### config.mk
export PLATFORM = sky130hd
export DESIGN_NAME = au_dispatcher
export DESIGN_NICKNAME = d
export VERILOG_FILES = /design/src/rtl/au_pkg.sv /design/src/rtl/au_cmd_fifo.sv /design/src/rtl/au_dispatcher.sv
export SDC_FILE = /design/constraint.sdc
export NUM_CORES = 1
export LEC_CHECK = 0
export BUFFER_PORTS_ARGS = -buffer_cell sky130_fd_sc_hd__buf_4
export CAP_MARGIN = 0
export CORE_MARGIN = 10
export CORE_UTILIZATION = 57
export CTS_CLUSTER_DIAMETER = 200
export DETAILED_ROUTE_END_ITERATION = 16
export GPL_ROUTABILITY_DRIVEN = 0
export PLACE_DENSITY = 0.79
export SLEW_MARGIN = 40
export SYNTH_ARGS = -nofsm -noshare
export SYNTH_HDL_FRONTEND = slang
export SYNTH_SLANG_ARGS = --single-unit
### constraint.sdc
create_clock -name CLK -period 6.3 [get_ports CLK]
set_clock_uncertainty 0.15 [all_clocks]
set_input_delay 0.63 -clock CLK [delete_from_list [all_inputs] [get_ports CLK]]
set_output_delay 0.63 -clock CLK [all_outputs]
set_load 0.01 [all_outputs]
### src/rtl/au_pkg.sv
// Shared types for the arithmetic-unit dispatcher: command encoding,
// the packed command word and the dispatcher state constants.
package au_pkg;

  typedef enum logic [1:0] {
    OP_ADD = 2'b00,
    OP_SUB = 2'b01,
    OP_MUL = 2'b10,
    OP_DIV = 2'b11
  } opcode_t;

  typedef enum logic [1:0] {
    MOVI_REG_B = 2'b00,
    MOVI_MEM   = 2'b01,
    MOVI_IMM   = 2'b10,
    MOVI_ZERO  = 2'b11
  } movi_t;

  typedef struct packed {
    opcode_t     op;
    movi_t       movi;
    logic [31:0] a;
    logic [31:0] b;
    logic [31:0] mem;
    logic [31:0] imm;
  } au_cmd_t;

  localparam int CMD_W = $bits(au_cmd_t);

  typedef logic [1:0] disp_state_t;

  localparam disp_state_t S_IDLE  = 2'd0;
  localparam disp_state_t S_ISSUE = 2'd1;
  localparam disp_state_t S_WAIT  = 2'd2;
  localparam disp_state_t S_RESP  = 2'd3;

endpackage

### src/rtl/au_cmd_fifo.sv
// Synchronous command FIFO holding one au_cmd_t plus tag per entry.
// Push is refused while full even if a pop happens in the same cycle.
module au_cmd_fifo
  import au_pkg::*;
#(
  parameter int DEPTH = 4,
  parameter int TAG_W = 4
) (
  input  logic             clk,
  input  logic             rst,
  input  logic             push,
  input  logic [CMD_W-1:0] push_cmd,
  input  logic [TAG_W-1:0] push_tag,
  input  logic             pop,
  output logic [CMD_W-1:0] head_cmd,
  output logic [TAG_W-1:0] head_tag,
  output logic             full,
  output logic             empty
);

  localparam int PTR_W = $clog2(DEPTH);
  localparam int CNT_W = $clog2(DEPTH + 1);

  au_cmd_t          cmd_mem [DEPTH];
  logic [TAG_W-1:0] tag_mem [DEPTH];
  logic [PTR_W-1:0] wr_ptr;
  logic [PTR_W-1:0] rd_ptr;
  logic [CNT_W-1:0] count;
  logic             do_push;
  logic             do_pop;

  assign full    = (count == CNT_W'(DEPTH));
  assign empty   = (count == '0);
  assign do_push = push && !full;
  assign do_pop  = pop && !empty;

  // Pointers wrap naturally because DEPTH is a power of two.
  always_ff @(posedge clk or posedge rst) begin
    if (rst) begin
      wr_ptr <= '0;
      rd_ptr <= '0;
      count  <= '0;
    end else begin
      if (do_push) wr_ptr <= wr_ptr + PTR_W'(1);
      if (do_pop)  rd_ptr <= rd_ptr + PTR_W'(1);
      case ({do_push, do_pop})
        2'b10:   count <= count + CNT_W'(1);
        2'b01:   count <= count - CNT_W'(1);
        default: count <= count;
      endcase
    end
  end

  always_ff @(posedge clk) begin
    if (do_push) begin
      cmd_mem[wr_ptr] <= au_cmd_t'(push_cmd);
      tag_mem[wr_ptr] <= push_tag;
    end
  end

  assign head_cmd = cmd_mem[rd_ptr];
  assign head_tag = tag_mem[rd_ptr];

endmodule

### src/rtl/au_dispatcher.sv
// Command-side master for the arithmetic unit: queues commands, issues one
// at a time, holds operands until DATA_VALID and returns tagged results.
//
// state   | meaning
// IDLE    | waiting for a queued command; pops the FIFO head when present
// ISSUE   | ACT pulse to the arithmetic unit, timeout counter cleared
// WAIT    | counting cycles until DATA_VALID or timeout
// RESP    | result held on RES_* until RES_READY
module au_dispatcher
  import au_pkg::*;
#(
  parameter int DEPTH   = 4,
  parameter int TAG_W   = 4,
  parameter int TIMEOUT = 8
) (
  input  logic             CLK,
  input  logic             RST,
  input  logic             CMD_VALID,
  output logic             CMD_READY,
  input  logic [1:0]       CMD_OP_CODE,
  input  logic [1:0]       CMD_MOVI,
  input  logic [31:0]      CMD_REG_A,
  input  logic [31:0]      CMD_REG_B,
  input  logic [31:0]      CMD_MEM,
  input  logic [31:0]      CMD_IMM,
  input  logic [TAG_W-1:0] CMD_TAG,
  output logic             ACT,
  output logic [1:0]       OP_CODE,
  output logic [1:0]       MOVI,
  output logic [31:0]      REG_A,
  output logic [31:0]      REG_B,
  output logic [31:0]      MEM,
  output logic [31:0]      IMM,
  input  logic [31:0]      DATA,
  input  logic             DATA_VALID,
  output logic             RES_VALID,
  input  logic             RES_READY,
  output logic [31:0]      RES_DATA,
  output logic [TAG_W-1:0] RES_TAG,
  output logic             RES_TIMEOUT
);

  localparam int TMO_W = $clog2(TIMEOUT);
  localparam logic [TMO_W-1:0] TMO_LAST = TMO_W'(TIMEOUT - 1);

  disp_state_t      state;
  logic             ready_q;
  au_cmd_t          push_cmd;
  logic [CMD_W-1:0] head_cmd;
  logic [TAG_W-1:0] head_tag;
  logic             fifo_full;
  logic             fifo_empty;
  logic             fifo_push;
  logic             fifo_pop;
  au_cmd_t          issue_cmd;
  logic [TAG_W-1:0] issue_tag;
  logic [TMO_W-1:0] tmo_cnt;
  logic [31:0]      res_data;
  logic [TAG_W-1:0] res_tag;
  logic             res_timeout;

  always_comb begin
    push_cmd.op   = opcode_t'(CMD_OP_CODE);
    push_cmd.movi = movi_t'(CMD_MOVI);
    push_cmd.a    = CMD_REG_A;
    push_cmd.b    = CMD_REG_B;
    push_cmd.mem  = CMD_MEM;
    push_cmd.imm  = CMD_IMM;
  end

  // ready_q keeps CMD_READY low while reset is applied and for its release edge.
  assign CMD_READY = ready_q && !fifo_full;
  assign fifo_push = CMD_VALID && CMD_READY;
  assign fifo_pop  = (state == S_IDLE) && !fifo_empty;

  au_cmd_fifo #(
    .DEPTH (DEPTH),
    .TAG_W (TAG_W)
  ) u_cmd_fifo (
    .clk      (CLK),
    .rst      (RST),
    .push     (fifo_push),
    .push_cmd (push_cmd),
    .push_tag (CMD_TAG),
    .pop      (fifo_pop),
    .head_cmd (head_cmd),
    .head_tag (head_tag),
    .full     (fifo_full),
    .empty    (fifo_empty)
  );

  always_ff @(posedge CLK or posedge RST) begin
    if (RST) begin
      state       <= S_IDLE;
      ready_q     <= 1'b0;
      issue_cmd   <= '0;
      issue_tag   <= '0;
      tmo_cnt     <= '0;
      res_data    <= '0;
      res_tag     <= '0;
      res_timeout <= 1'b0;
    end else begin
      ready_q <= 1'b1;
      case (state)
        S_IDLE: begin
          if (!fifo_empty) begin
            issue_cmd <= au_cmd_t'(head_cmd);
            issue_tag <= head_tag;
            state     <= S_ISSUE;
          end
        end
        S_ISSUE: begin
          tmo_cnt <= '0;
          state   <= S_WAIT;
        end
        S_WAIT: begin
          tmo_cnt <= tmo_cnt + TMO_W'(1);
          // A result arriving in the timeout cycle still counts as a result.
          if (DATA_VALID) begin
            res_data    <= DATA;
            res_tag     <= issue_tag;
            res_timeout <= 1'b0;
            state       <= S_RESP;
          end else if (tmo_cnt == TMO_LAST) begin
            res_data    <= '0;
            res_tag     <= issue_tag;
            res_timeout <= 1'b1;
            state       <= S_RESP;
          end
        end
        S_RESP: begin
          if (RES_READY) state <= S_IDLE;
        end
        default: state <= S_IDLE;
      endcase
    end
  end

  // Operands stay on the issue register until the next pop; MUL samples late.
  assign ACT         = (state == S_ISSUE);
  assign OP_CODE     = issue_cmd.op;
  assign MOVI        = issue_cmd.movi;
  assign REG_A       = issue_cmd.a;
  assign REG_B       = issue_cmd.b;
  assign MEM         = issue_cmd.mem;
  assign IMM         = issue_cmd.imm;
  assign RES_VALID   = (state == S_RESP);
  assign RES_DATA    = res_data;
  assign RES_TAG     = res_tag;
  assign RES_TIMEOUT = res_timeout;

endmodule
==> impl_results.md, run 1 <==
* Portion of the post-synthesis area used by sequential elements at 0.781
* Internal power component at 10.8 mW
* H-Tree Level Count at 3
* Measured slew at the worst slew-check pin at ~800 ps
* Clock net sink count at 730
* Setup repair after global routing missed its margin: no
* Area of the die at approximately 56000 um2
* Floorplan Core Area at 46600 um2
* Proportion of layout cells with a drive suffix above 1 at 0.336
* Clock tree from TritonCTS: built
* Final Core Density at 0.698
* Tmin final at 2770 ps
* Number of max-slew violations in the final report at 0
* Global-route met1 utilization at 0.276
* PortBufs at 344
* Maximum number of pins on one net before global-route repair at approximately 140
* Launching element of the worst setup path: u_cmd_fifo.count[2]
* Count of hold buffers inserted by post-cts repair at 0
* Data required time at the worst endpoint at 6380 ps
* Post-Synthesis Net Count at about 1600
* Antenna violations before repair at 12
* Per-cell via count in the routed design at roughly 5.6
* Crit start category: flip-flop
* Worst slew margin at 0.471
* Fraction of power consumed by combinational cells at 0.288
* Met3 layer usage reported by global route at 0.0522
* Total Neg Setup Slack at 0 ps
* Highest net fanout along the worst path at a little under 70
* Highest attainable clock frequency at ~0.36 GHz
* Switching Fraction at 0.302
* Final setup violation count at 0
* Buffer count from post-CTS setup fixing at 0
* Floorplan die width at 237 um
* Final period util at 0.439
* Cell count after synthesis at between 1000 and 1500
* Most heavily used metal layer in global routing: met2
* Seq pwr share at 0.436
* Post-Synthesis Cell Area at roughly 27000 um2
* Number of global-route vias before repair at roughly 15000
* Clock-pin slew on the worst setup and hold paths at about 60 ps
* Final non-filler cell total at between 2000 and 2500
* Clk root buf: sky130_fd_sc_hd__clkbuf_16
* FFs w/ async S/R, synth at 0.255
* Synth unique cells at 28
* # DRC at 0
* Clock group share of total power at 0.276
* CTS Buffer Depth at 3
* Routed length per instance at between 20 and 25 um
* Fill cell instance count of the final layout at around 2800
* Category of the most critical setup path: flip-flop to flip-flop
* Switching Power at roughly 4.7 mW
* Met2 usage in global routing at 0.351
* Synth-to-layout area growth at 20.9%
* Leakage power of the design at roughly 13 nW
* Number of hold violations in the final report at 0
* I/O pin count at 345
* Synth Area per Inst at 18.7 um2
* Multi-input gate area at between 5000 and 6000 um2
* CTS-repair resized insts at 0
* Final wirelength at 60.0 mm
* NumNets Final at 1993
* First drt pass iteration count at 5
* Rows at between 70 and 80
* Overall via count from detail_route at 14000
* Initial detailed-routing violation count at approximately 1300
* Num CTS Buffers at 71
* Inst Count DP at ~2300
* Flops & latches, synth at 730
* Arrival time of the worst setup path at between 2000 and 3000 ps
* First-pass GRT wire length at between 90 and 100 mm
* Path class of the lowest-slack min-delay path: input pin to async pin
* Worst-Skew Late Latency at 610 ps
* Starting density of the core at 0.577
* Worst reg2reg path startpoint: u_cmd_fifo.count[2]
* Global-route total usage across every layer at 0.214
* Total overflow reported by the global router at 0
* HPWL after detailed placement at ~36 mm
* Remaining antenna violation count at 0
* Worst vdd ir at 388 uV
* PD cells at 475 nW/um2
* Number of enable-type register cells in the synthesized netlist at 544
* Worst Setup End Kind: flip-flop
* Outcome: complete, no violations
* Sequential cell area at between 20000 and 25000 um2
* Chip height at 237 um
* Ys Warns at 0
* Most common flop cell mapped by yosys: sky130_fd_sc_hd__edfxtp_1
* Number of maximum-capacitance constraint violations at 0
## synthesized netlist by cell type, types with 2 or more instances
library cell	instances	area [um2]
sky130_fd_sc_hd__edfxtp_1	544	16300
sky130_fd_sc_hd__nand2_1	410	1540
sky130_fd_sc_hd__dfrtp_1	186	4650
sky130_fd_sc_hd__mux4_2	136	3060
sky130_fd_sc_hd__buf_2	34	170
sky130_fd_sc_hd__a22o_1	32	280
sky130_fd_sc_hd__clkbuf_1	13	48.8
sky130_fd_sc_hd__ha_1	12	150
sky130_fd_sc_hd__inv_1	12	45.0
sky130_fd_sc_hd__buf_12	11	220
sky130_fd_sc_hd__mux2_2	7	78.8
sky130_fd_sc_hd__buf_1	6	22.5
sky130_fd_sc_hd__xnor2_1	6	52.6
sky130_fd_sc_hd__and2_1	5	31.3
sky130_fd_sc_hd__buf_6	4	45.0
sky130_fd_sc_hd__nor2_1	3	11.3
sky130_fd_sc_hd__mux2i_1	2	20.0
sky130_fd_sc_hd__nand3_1	2	10.0
sky130_fd_sc_hd__o21ai_0	2	10.0
## final timing paths
kind / endpoint / slack (ps) / depth (start not counted)
min in group CLK: u_cmd_fifo.cmd_mem[2][33] / 70 / 1
worst max register to register: u_cmd_fifo.cmd_mem[3][97] / 3530 / 6
worst min-delay path: MEM[10] / 5 / 2
worst min register to register: REG_A[1] / 320 / 2
max in group asynchronous: u_cmd_fifo.rd_ptr[0] / 4650 / 3
worst max-delay path: u_cmd_fifo.cmd_mem[3][97] / 3530 / 6
## layout by cell type, fill, tap and decap left out, drive strengths merged
master / n
fa: 1
clkinvlp: 3
clkbuf: 107
xnor2: 6
and2: 5
a21oi: 1
o311a: 1
ha: 12
dfrtp: 186
nor2: 3
nor3: 1
a222oi: 1
nand3: 2
o31a: 1
edfxtp: 544
o21ai: 3
diode: 7
mux2i: 2
nand2: 410
inv: 13
mux2: 7
o31ai: 1
buf: 366
mux4: 136
clkinv: 17
bufinv: 4
conb: 1
a22o: 32
## sequential cells by signal, indices dropped and copies added (netlist names)
name and count:
IMM 32, MEM 32, MOVI 2, OP_CODE 2, REG_A 32, REG_B 32
RES_DATA 32, RES_TAG 4, RES_TIMEOUT 1, issue_tag 4, ready_q 1, state 2
tmo_cnt 3, u_cmd_fifo.cmd_mem 528, u_cmd_fifo.count 3, u_cmd_fifo.rd_ptr 2, u_cmd_fifo.tag_mem 16, u_cmd_fifo.wr_ptr 2
## area by class of cell
class                   instances  area share
diodes                          7    0.000539
clock buffers                 107      0.0655
clock inverters                25     0.00755
inverters                      12     0.00185
multi-input cells             626       0.165
flip-flops and latches        730       0.646
well taps                     607      0.0234
repair buffers                366      0.0904
## cell families (layout without fill, tap and decap cells)
logic type               count (synthesis)  after routing  share of synthesized area
other                                    1              8                   0.000140
buffers and inverters                   80            510                     0.0205
XOR/XNOR                                 6              6                    0.00196
multiplexers                           145            145                      0.118
adder cells (fa/ha/maj)                 13             13                    0.00633
flip-flops                             730            730                      0.781
AO/OA/AOI/OAI                           40             40                     0.0127
AND/OR/NAND/NOR                        421            421                     0.0594
## metal layers
metal	vias up	wire length (um)
met5	-	71
met4	12	1490
met3	106	4450
met2	533	30800
met1	7233	23200
li1	6121	-
## power by group through the flow
stage | Sequential, mW | Clock [mW] | Combinational [mW]
after floorplan | 6.90 | 0 | 2.73
after global placement | 6.83 | 0 | 4.30
after detailed placement | 6.82 | 0 | 4.51
after CTS | 6.74 | 4.33 | 4.56
after global routing | 6.84 | 4.53 | 4.89
final | 6.73 | 4.26 | 4.44
## worst max-delay path, stage by stage, from the launching register on
cell	delay, ps
sky130_fd_sc_hd__dfrtp_1	420
sky130_fd_sc_hd__inv_1	130
sky130_fd_sc_hd__o311a_1	380
sky130_fd_sc_hd__and2_4	330
sky130_fd_sc_hd__buf_12	260
sky130_fd_sc_hd__buf_12	250
sky130_fd_sc_hd__buf_12	380
## through the flow
step / hold WS (ps) / setup WS (ps) / total power, mW / instance area, um2
2_1_floorplan: 292 / 463 / 9.63 / 26900
3_3_place_gp: 310 / 3190 / 11.1 / 29900
6_report: 4.81 / 3530 / 15.4 / 32500
3_5_place_dp: 314 / 3340 / 11.3 / 30100
4_1_cts: 28.8 / 3500 / 15.6 / 32500
5_1_grt: 52.5 / 3380 / 16.2 / 32500
Power figures use the tool's default switching activity.
==> run 2: changes to the inputs <==
--- a/config.mk
+++ b/config.mk
@@ -5,10 +5,11 @@
 export SDC_FILE = /design/constraint.sdc
 export NUM_CORES = 1
 export LEC_CHECK = 0
+export ABC_AREA = 1
 export BUFFER_PORTS_ARGS = -buffer_cell sky130_fd_sc_hd__buf_4
 export CAP_MARGIN = 0
 export CORE_MARGIN = 10
-export CORE_UTILIZATION = 57
+export CORE_UTILIZATION = 58
 export CTS_CLUSTER_DIAMETER = 200
 export DETAILED_ROUTE_END_ITERATION = 16
 export GPL_ROUTABILITY_DRIVEN = 0
==> constraint.sdc (replaced) <==
create_clock -name CLK -period 2.7 [get_ports CLK]
set_clock_uncertainty 0.15 [all_clocks]
set_input_delay 0.27 -clock CLK [delete_from_list [all_inputs] [get_ports CLK]]
set_output_delay 0.27 -clock CLK [all_outputs]
set_load 0.01 [all_outputs]
==> run 2 against run 1 <==
Against the previous run: via count grew 54%; routed wire length rose by 30%; register-to-register slack lost 3400 ps; sequential power increased by 130%; flip-flop and latch count unchanged; cell count increased by 67%; worst hold slack better by 110 ps; first-iteration DRC count up 30%; maximum frequency grew 7.9%; sequential share of layout area is 8.6 points lower; synthesized cell count increased by 100%; die area grew 8.9%.
==> impl_results.md, run 2 <==
* Reg-to-reg slack, setup at 140 ps (-3400 ps)
* HPWL after detailed placement at 42.2 mm (+16%)
* H-Tree Level Count at 3 (unchanged)
* Clock tree from TritonCTS: built
* Num CTS Buffers at 73 (+2.8%)
* Tmin final at 2560 ps (-203 ps)
* Cell count after synthesis at 2884 (+100%)
* Clock group share of total power at 0.256 (-0.020)
* Placed cell area at 33300 um2 (+11%)
* Arrival time of the worst setup path at 2910 ps (+70 ps)
* Flops & latches, synth at 730 (unchanged)
* # DRC at 0 (unchanged)
* Leading cell types by count after synthesis: 1115 x sky130_fd_sc_hd__nand2_1, 559 x sky130_fd_sc_hd__inv_1, 544 x sky130_fd_sc_hd__edfxtp_1
* Proportion of layout cells with a drive suffix above 1 at 0.144 (-0.192)
* Rows at 83 (+5.1%)
* Highest net fanout along the worst path at 7 (-90%)
* Post-Synthesis Net Count at 3070 (+89%)
* Worst-Skew Late Latency at 610 ps (about the same)
* First drt pass iteration count at 5 (unchanged)
* Routed length per instance at 18.8 um (-22%)
* Most common cell after layout, fill and taps aside: sky130_fd_sc_hd__nand2_1
* First-pass GRT wire length at 121 mm (+32%)
* Switching Fraction at 0.359 (+0.0576)
* Number of global-route vias before repair at 23000 (+54%)
* Ys Warns at 0 (unchanged)
* Final non-filler cell total at 4132 (+67%)
* Multi-input gate area at 6240 um2 (+17%)
* Ranking of synthesized cells by area: sky130_fd_sc_hd__edfxtp_1 54%, sky130_fd_sc_hd__dfrtp_1 16%, sky130_fd_sc_hd__nand2_1 14%, sky130_fd_sc_hd__inv_1 7.0%, sky130_fd_sc_hd__nand3_1 4.7%
* Global-route total usage across every layer at 0.252 (+0.0379)
* Chip height at 247 um (+4.4%)
* Worst slew margin at 0.447 (-0.0242)
* Starting density of the core at 0.585 (+0.00793)
* Inst Count DP at 3812 (+63%)
* Overall via count from detail_route at 21600 (+54%)
* Highest attainable clock frequency at 0.390 GHz (+7.9%)
* Final Hold Slack at 119 ps (+114 ps)
* Number of enable-type register cells in the synthesized netlist at 544 (unchanged)
* Final Core Density at 0.731 (+0.0326)
* Number of max-slew violations in the final report at 0 (unchanged)
* Antenna violations before repair at 10 (-2)
* Data required time at the worst endpoint at 3040 ps (-3340 ps)
* Design area at 37500 um2 (+15%)
* Destination of the worst register-to-register timing path: state[0]
* Final setup violation count at 0 (unchanged)
* Measured slew at the worst slew-check pin at 830 ps (+36.3 ps)
* Worst Setup End Kind: flip-flop
* Most common flop cell mapped by yosys: sky130_fd_sc_hd__edfxtp_1
* Worst reg2reg path startpoint: state[0]
* Switching Power at 14.2 mW (+200%)
* Worst vdd ir at 966 uV (+150%)
* Number of hold violations in the final report at 0 (unchanged)
* Worst R2R Path Depth at 7 (+1)
* Remaining antenna violation count at 0 (unchanged)
* Clock net sink count at 730 (unchanged)
* PortBufs at 344 (unchanged)
* Crit start category: flip-flop
* Per-cell via count in the routed design at 5.22 (-7.5%)
* Initial detailed-routing violation count at 1740 (+30%)
* Total overflow reported by the global router at 0 (unchanged)
* Clk root buf: sky130_fd_sc_hd__clkbuf_16
* Floorplan Core Area at 51300 um2 (+10%)
* Seq pwr share at 0.396 (-0.040)
* Portion of the post-synthesis area used by sequential elements at 0.699 (-0.0819)
* Category of the most critical setup path: flip-flop to flip-flop
* Total power after layout at 39.5 mW (+160%)
* Buffer count from post-CTS setup fixing at 0 (unchanged)
* Synth-to-layout area growth at 24.9%
* Post-Synthesis Cell Area at 30000 um2 (+12%)
* Area of the die at 61200 um2 (+8.9%)
* Number of maximum-capacitance constraint violations at 0 (unchanged)
* Maximum number of pins on one net before global-route repair at 176 (+28%)
* Sequential cell area at 21000 um2 (unchanged)
* NumNets Final at 3568 (+79%)
* Leakage power of the design at 17.9 nW (+41%)
* Number of flip-flops in the largest register at 528 (unchanged)
* I/O pin count at 345 (unchanged)
* Fill cell instance count of the final layout at 3195 (+12%)
* FFs w/ async S/R, synth at 0.255 (unchanged)
* Setup repair after global routing missed its margin: no
* Path class of the lowest-slack min-delay path: input pin to async pin
* Synth unique cells at 28 (unchanged)
* Clock-pin slew on the worst setup and hold paths at 60 ps (about the same)
* Final wirelength at 77.8 mm (+30%)
* Area share of the largest cell type after synthesis at 0.544 (-0.0637)
* Leading cell type by number of instances after synthesis: sky130_fd_sc_hd__nand2_1
* Internal power component at 25.3 mW (+130%)
* PD cells at 1050 nW/um2 (+120%)
* Floorplan die width at 247 um (+4.4%)
* Final period util at 0.949 (+0.510)
* Commonest cells after routing, fill and taps aside: 1115 x sky130_fd_sc_hd__nand2_1, 558 x sky130_fd_sc_hd__inv_1, 544 x sky130_fd_sc_hd__edfxtp_1, 352 x sky130_fd_sc_hd__buf_4, 278 x sky130_fd_sc_hd__nand3_1
* Largest register by flop count: u_cmd_fifo.cmd_mem
* CTS Buffer Depth at 3 (unchanged)
* Fraction of power consumed by combinational cells at 0.347 (+0.059)
* Outcome: complete, no violations
* Cell accounting for the most synthesized area: sky130_fd_sc_hd__edfxtp_1
* Synth Area per Inst at 10.4 um2 (-44%)
-- run 2: how the worst max path moves through the flow --
stage          depth (start not counted)  slack, ps                        to                start
2_1_floorplan                          4       -660  u_cmd_fifo.cmd_mem[0][0]  u_cmd_fifo.count[0]
3_3_place_gp                          10        590       u_cmd_fifo.count[2]             state[0]
3_5_place_dp                          10        560       u_cmd_fifo.count[2]             state[0]
4_1_cts                                7         60                  state[0]             state[0]
5_1_grt                                7         30                  state[0]             state[0]
6_report                               7        140                  state[0]             state[0]
-- run 2: final cells by class --
type | instances | share of cell area
Sequential cell | 730 | 0.560
Multi-Input combinational cell | 1467 | 0.167
Timing Repair Buffer | 548 | 0.129
Clock buffer | 108 | 0.0572
Inverter | 562 | 0.0567
Tap cell | 680 | 0.0227
Clock inverter | 23 | 0.00668
Antenna cell | 14 | 0.000935
-- run 2: per-stage QoR --
step,worst slack [ps],setup TNS [ps]
after floorplan,-656,-368710
after global placement,587,0
after detailed placement,560,0
after CTS,63.3,0
after global routing,29.7,0
final,138,0
-- run 2: repair_timing --
action                                 in CTS  in global routing
endpoints found under the hold margin     625                  0
setup endpoints to repair                   0                  1
hold buffers                              174                  0
gates resized for setup                     0                  1
-- run 2: cell families after synthesis --
group | after synthesis | synth area share
xor gates and xnor gates | 4 | 0.00117
other | 1 | 0.000125
AOI/OAI and AO/OA | 39 | 0.0107
and+or+nand+nor | 1409 | 0.189
adders and majority gates | 13 | 0.00567
muxes | 1 | 0.000375
DFF | 730 | 0.699
buffers and inverters | 687 | 0.0941
-- run 2: critical path, cell delays in order (launching register included) --
cell and delay, ps:
sky130_fd_sc_hd__dfrtp_1 400, sky130_fd_sc_hd__inv_1 90, sky130_fd_sc_hd__ha_2 240, sky130_fd_sc_hd__or2_2 310, sky130_fd_sc_hd__nand4_1 90, sky130_fd_sc_hd__dlygate4sd3_1 560
sky130_fd_sc_hd__nand2_1 60, sky130_fd_sc_hd__dlygate4sd3_1 550
-- run 2: per-layer routing --
layer	routed length (um)	track usage	vias up
li1	-	-	9994
met1	28800	0.287	10600
met2	41300	0.453	836
met3	5000	0.0435	178
met4	2670	0.120	2
met5	13	0	-
-- run 2: power by group through the flow --
stage | Clock (mW) | Combinational (mW) | Sequential [mW]
after CTS | 10.2 | 13.6 | 15.6
after global placement | 0 | 12.6 | 15.7
after detailed placement | 0 | 13.2 | 15.8
final | 10.1 | 13.7 | 15.7
after global routing | 10.7 | 15.1 | 15.8
after floorplan | 0 | 7.79 | 16.0
==> run 3: changes to the inputs <==
--- a/config.mk
+++ b/config.mk
@@ -5,14 +5,12 @@
 export SDC_FILE = /design/constraint.sdc
 export NUM_CORES = 1
 export LEC_CHECK = 0
-export ABC_AREA = 1
 export BUFFER_PORTS_ARGS = -buffer_cell sky130_fd_sc_hd__buf_4
 export CAP_MARGIN = 0
 export CORE_MARGIN = 10
-export CORE_UTILIZATION = 58
+export CORE_UTILIZATION = 57
 export CTS_CLUSTER_DIAMETER = 200
 export DETAILED_ROUTE_END_ITERATION = 16
-export GPL_ROUTABILITY_DRIVEN = 0
 export PLACE_DENSITY = 0.79
 export SLEW_MARGIN = 40
 export SYNTH_ARGS = -nofsm -noshare
==> run 3 against run 2 <==
Against the previous run: clock power barely moved; worst hold slack got worse by 85 ps; design area fell by 7.7%; routed wire length fell by 17%; non-clock buffer count rose by 13; critical path depth fell by 1; die area fell by 8.2%; largest power group unchanged; first-iteration DRC count fell by 22%; cell count fell by 35%; via count fell by 31%; core utilization rose by 1.3 points; sequential share of layout area rose by 4.6 points.
==> impl_results.md, run 3 (synthesis gave the netlist of run 1 again) <==
* Outcome: complete, no violations
* # DRC at 0 (unchanged)
* Category of the most critical setup path: flip-flop to flip-flop
* Launching element of the worst setup path: u_cmd_fifo.count[2]
* Final wirelength at 64.9 mm (-17%)
* H-Tree Level Count at 3 (unchanged)
* Proportion of layout cells with a drive suffix above 1 at 0.317 (+0.173)
* Floorplan die width at 237 um (-4.2%)
* Commonest cells after routing, fill and taps aside: 544 x sky130_fd_sc_hd__edfxtp_1, 410 x sky130_fd_sc_hd__nand2_1, 363 x sky130_fd_sc_hd__buf_4, 184 x sky130_fd_sc_hd__dfrtp_1, 170 x sky130_fd_sc_hd__dlygate4sd3_1
* Data required time at the worst endpoint at 3030 ps (about the same)
* Clock tree from TritonCTS: built
* Highest attainable clock frequency at 0.446 GHz (+14%)
* Remaining antenna violation count at 0 (unchanged)
* Crit start category: flip-flop
* Count of hold buffers inserted by post-cts repair at 170 (-2.3%)
* Synth-to-layout area growth at 28.8%
* Worst-Skew Late Latency at 610 ps (about the same)
* Internal power component at 25.7 mW (+1.6%)
* Global-route total usage across every layer at 0.231 (-0.0205)
* Number of maximum-capacitance constraint violations at 0 (unchanged)
* Worst slew margin at 0.353 (-0.0933)
* HPWL after detailed placement at 36.2 mm (-14%)
* Maximum number of pins on one net before global-route repair at 138 (-22%)
* Destination of the worst register-to-register timing path: u_cmd_fifo.count[1]
* Final period util at 0.830 (-0.119)
* Total power after layout at 37.1 mW (-6.1%)
* CTS Buffer Depth at 3 (unchanged)
* Measured slew at the worst slew-check pin at 970 ps (+140 ps)
* Fill cell instance count of the final layout at 2566 (-20%)
* Arrival time of the worst setup path at 2570 ps (-340 ps)
* Starting density of the core at 0.577 (-0.00793)
* Initial detailed-routing violation count at 1356 (-22%)
* Chip height at 237 um (-4.2%)
* Sequential cell area at 21000 um2 (unchanged)
* PD cells at 1070 nW/um2 (+1.6%)
* Routed length per instance at 24.2 um (+29%)
* Num CTS Buffers at 72 (-1.4%)
* End of the worst hold path: u_cmd_fifo.wr_ptr[0]
* Fraction of power consumed by combinational cells at 0.302 (-0.045)
* Final Hold Slack at 33.8 ps (-85.4 ps)
* Final setup violation count at 0 (unchanged)
* CP bufs+invs at 2 (-1)
* Clock net sink count at 730 (unchanged)
* Floorplan Core Area at 46600 um2 (-9.3%)
* Reg-to-reg slack, setup at 460 ps (+320 ps)
* Total overflow reported by the global router at 0 (unchanged)
* NumNets Final at 2189 (-39%)
* I/O pin count at 345 (unchanged)
* Leakage power of the design at 13.6 nW (-24%)
* Worst Hold Path Cells at 3
* Buffer count from post-CTS setup fixing at 0 (unchanged)
* First drt pass iteration count at 6 (+1)
* Worst Setup End Kind: flip-flop
* Setup repair after global routing missed its margin: no
* Overall via count from detail_route at 15000 (-31%)
* Number of hold violations in the final report at 0 (unchanged)
* Peak per-stage delay on the critical path at 470 ps (-90 ps)
* Cell seen most often among critical-path stages: sky130_fd_sc_hd__inv_1
* Switching Power at 11.4 mW (-20%)
* Antenna violations before repair at 9 (-1)
* Multi-input gate area at 5350 um2 (-14%)
* Crit path depth at 6 (-1)
* Worst R2R Path Depth at 6 (-1)
* Clk root buf: sky130_fd_sc_hd__clkbuf_16
* Most common cell after layout, fill and taps aside: sky130_fd_sc_hd__edfxtp_1
* CTS-repair resized insts at 0 (unchanged)
* First-pass GRT wire length at 100 mm (-17%)
* Largest register by flop count: u_cmd_fifo.cmd_mem
* Worst reg2reg path startpoint: u_cmd_fifo.count[2]
* Highest net fanout along the worst path at 7 (unchanged)
* Number of max-slew violations in the final report at 0 (unchanged)
* Clock group share of total power at 0.277 (+0.021)
* CP cell instances: inv_1 > o311a_1 > inv_1 > ha_1 > fa_1 > mux2_2
* Family of cells with the greatest summed delay on the critical path: adder cells
* Routability congestion estimate at slightly below 0.8
* Area of the die at 56200 um2 (-8.2%)
* Number of global-route vias before repair at 16300 (-29%)
* Switching Fraction at 0.307 (-0.0527)
* Hold path startpoint: CMD_VALID
* Tmin final at 2240 ps (-321 ps)
* Seq pwr share at 0.422 (+0.026)
* PortBufs at 344 (unchanged)
* Critical Path Slowest Stage Cell: sky130_fd_sc_hd__o311a_1
* Path class of the lowest-slack min-delay path: input pin to flip-flop
* Number of flip-flops in the largest register at 528 (unchanged)
* Per-cell via count in the routed design at 5.60 (+7.1%)
* Rows at 79 (-4.8%)
* Clock-pin slew on the worst setup and hold paths at 60 ps (about the same)
* Worst vdd ir at 1500 uV (+56%)
[run 3: cell types whose count changed in the layout (fill, tap and decap cells not counted), sizes merged, moves of 4 or more]
cell         delta
clkinvlp        +4
and2            +5
dlygate4sd3     -4
inv           -550
mux4          +136
nor2            -7
buf            +17
nand3         -277
diode           -4
clkbuf          -7
mux2            +6
nand2         -707
clkinv          +4
xnor2           +4
[run 3: worst max-delay path by stage]
| stage | end |
|---|---|
| final | u_cmd_fifo.count[1] |
| after global routing | u_cmd_fifo.count[2] |
| after CTS | u_cmd_fifo.count[1] |
| after detailed placement | u_cmd_fifo.count[1] |
| after global placement | u_cmd_fifo.count[2] |
| after floorplan | u_cmd_fifo.cmd_mem[0][0] |
[run 3: through the flow]
stage          setup TNS [ps]  area [um2]   util  std cells  setup slack, ps
6_report                    0       34600  0.743       2680              459
5_1_grt                     0       34600  0.743       2677              355
4_1_cts                     0       34600  0.743       2670              446
3_5_place_dp                0       30400  0.654       2366              453
3_3_place_gp                0       30400  0.654       2366              503
2_1_floorplan         -220710       26900      -       1436             -367
[run 3: final cells by class]
cell class | instances | share of cell area
multi-input cells | 626 | 0.155
clock buffers | 101 | 0.0600
flip-flops and latches | 730 | 0.607
repair buffers | 561 | 0.144
inverters | 12 | 0.00148
diodes | 10 | 0.000723
clock inverters | 33 | 0.0104
well taps | 607 | 0.0219
[run 3: routing by layer]
metal  GRT usage  part of all wire  vias to the layer above
li1            -                 -                     6538
met1       0.297              0.39                     7721
met2       0.393              0.52                      610
met3      0.0469             0.059                      129
met4      0.0728             0.025                        2
met5           0           0.00011                        -
[run 3: worst min-delay path, cell delays in order]
cell	delay [ps]
sky130_fd_sc_hd__buf_4	110
sky130_fd_sc_hd__o311a_1	200
sky130_fd_sc_hd__xnor2_1	150
[run 3: power by group through the flow]
stage               combinational [mW]  sequential, mW  clock (mW)
CTS                               11.2            15.6        10.4
global route                      12.2            15.8        10.9
detailed placement                10.9            15.7           0
finish                            11.2            15.6        10.3
floorplan                         6.37            16.0           0
global placement                  10.7            15.6           0
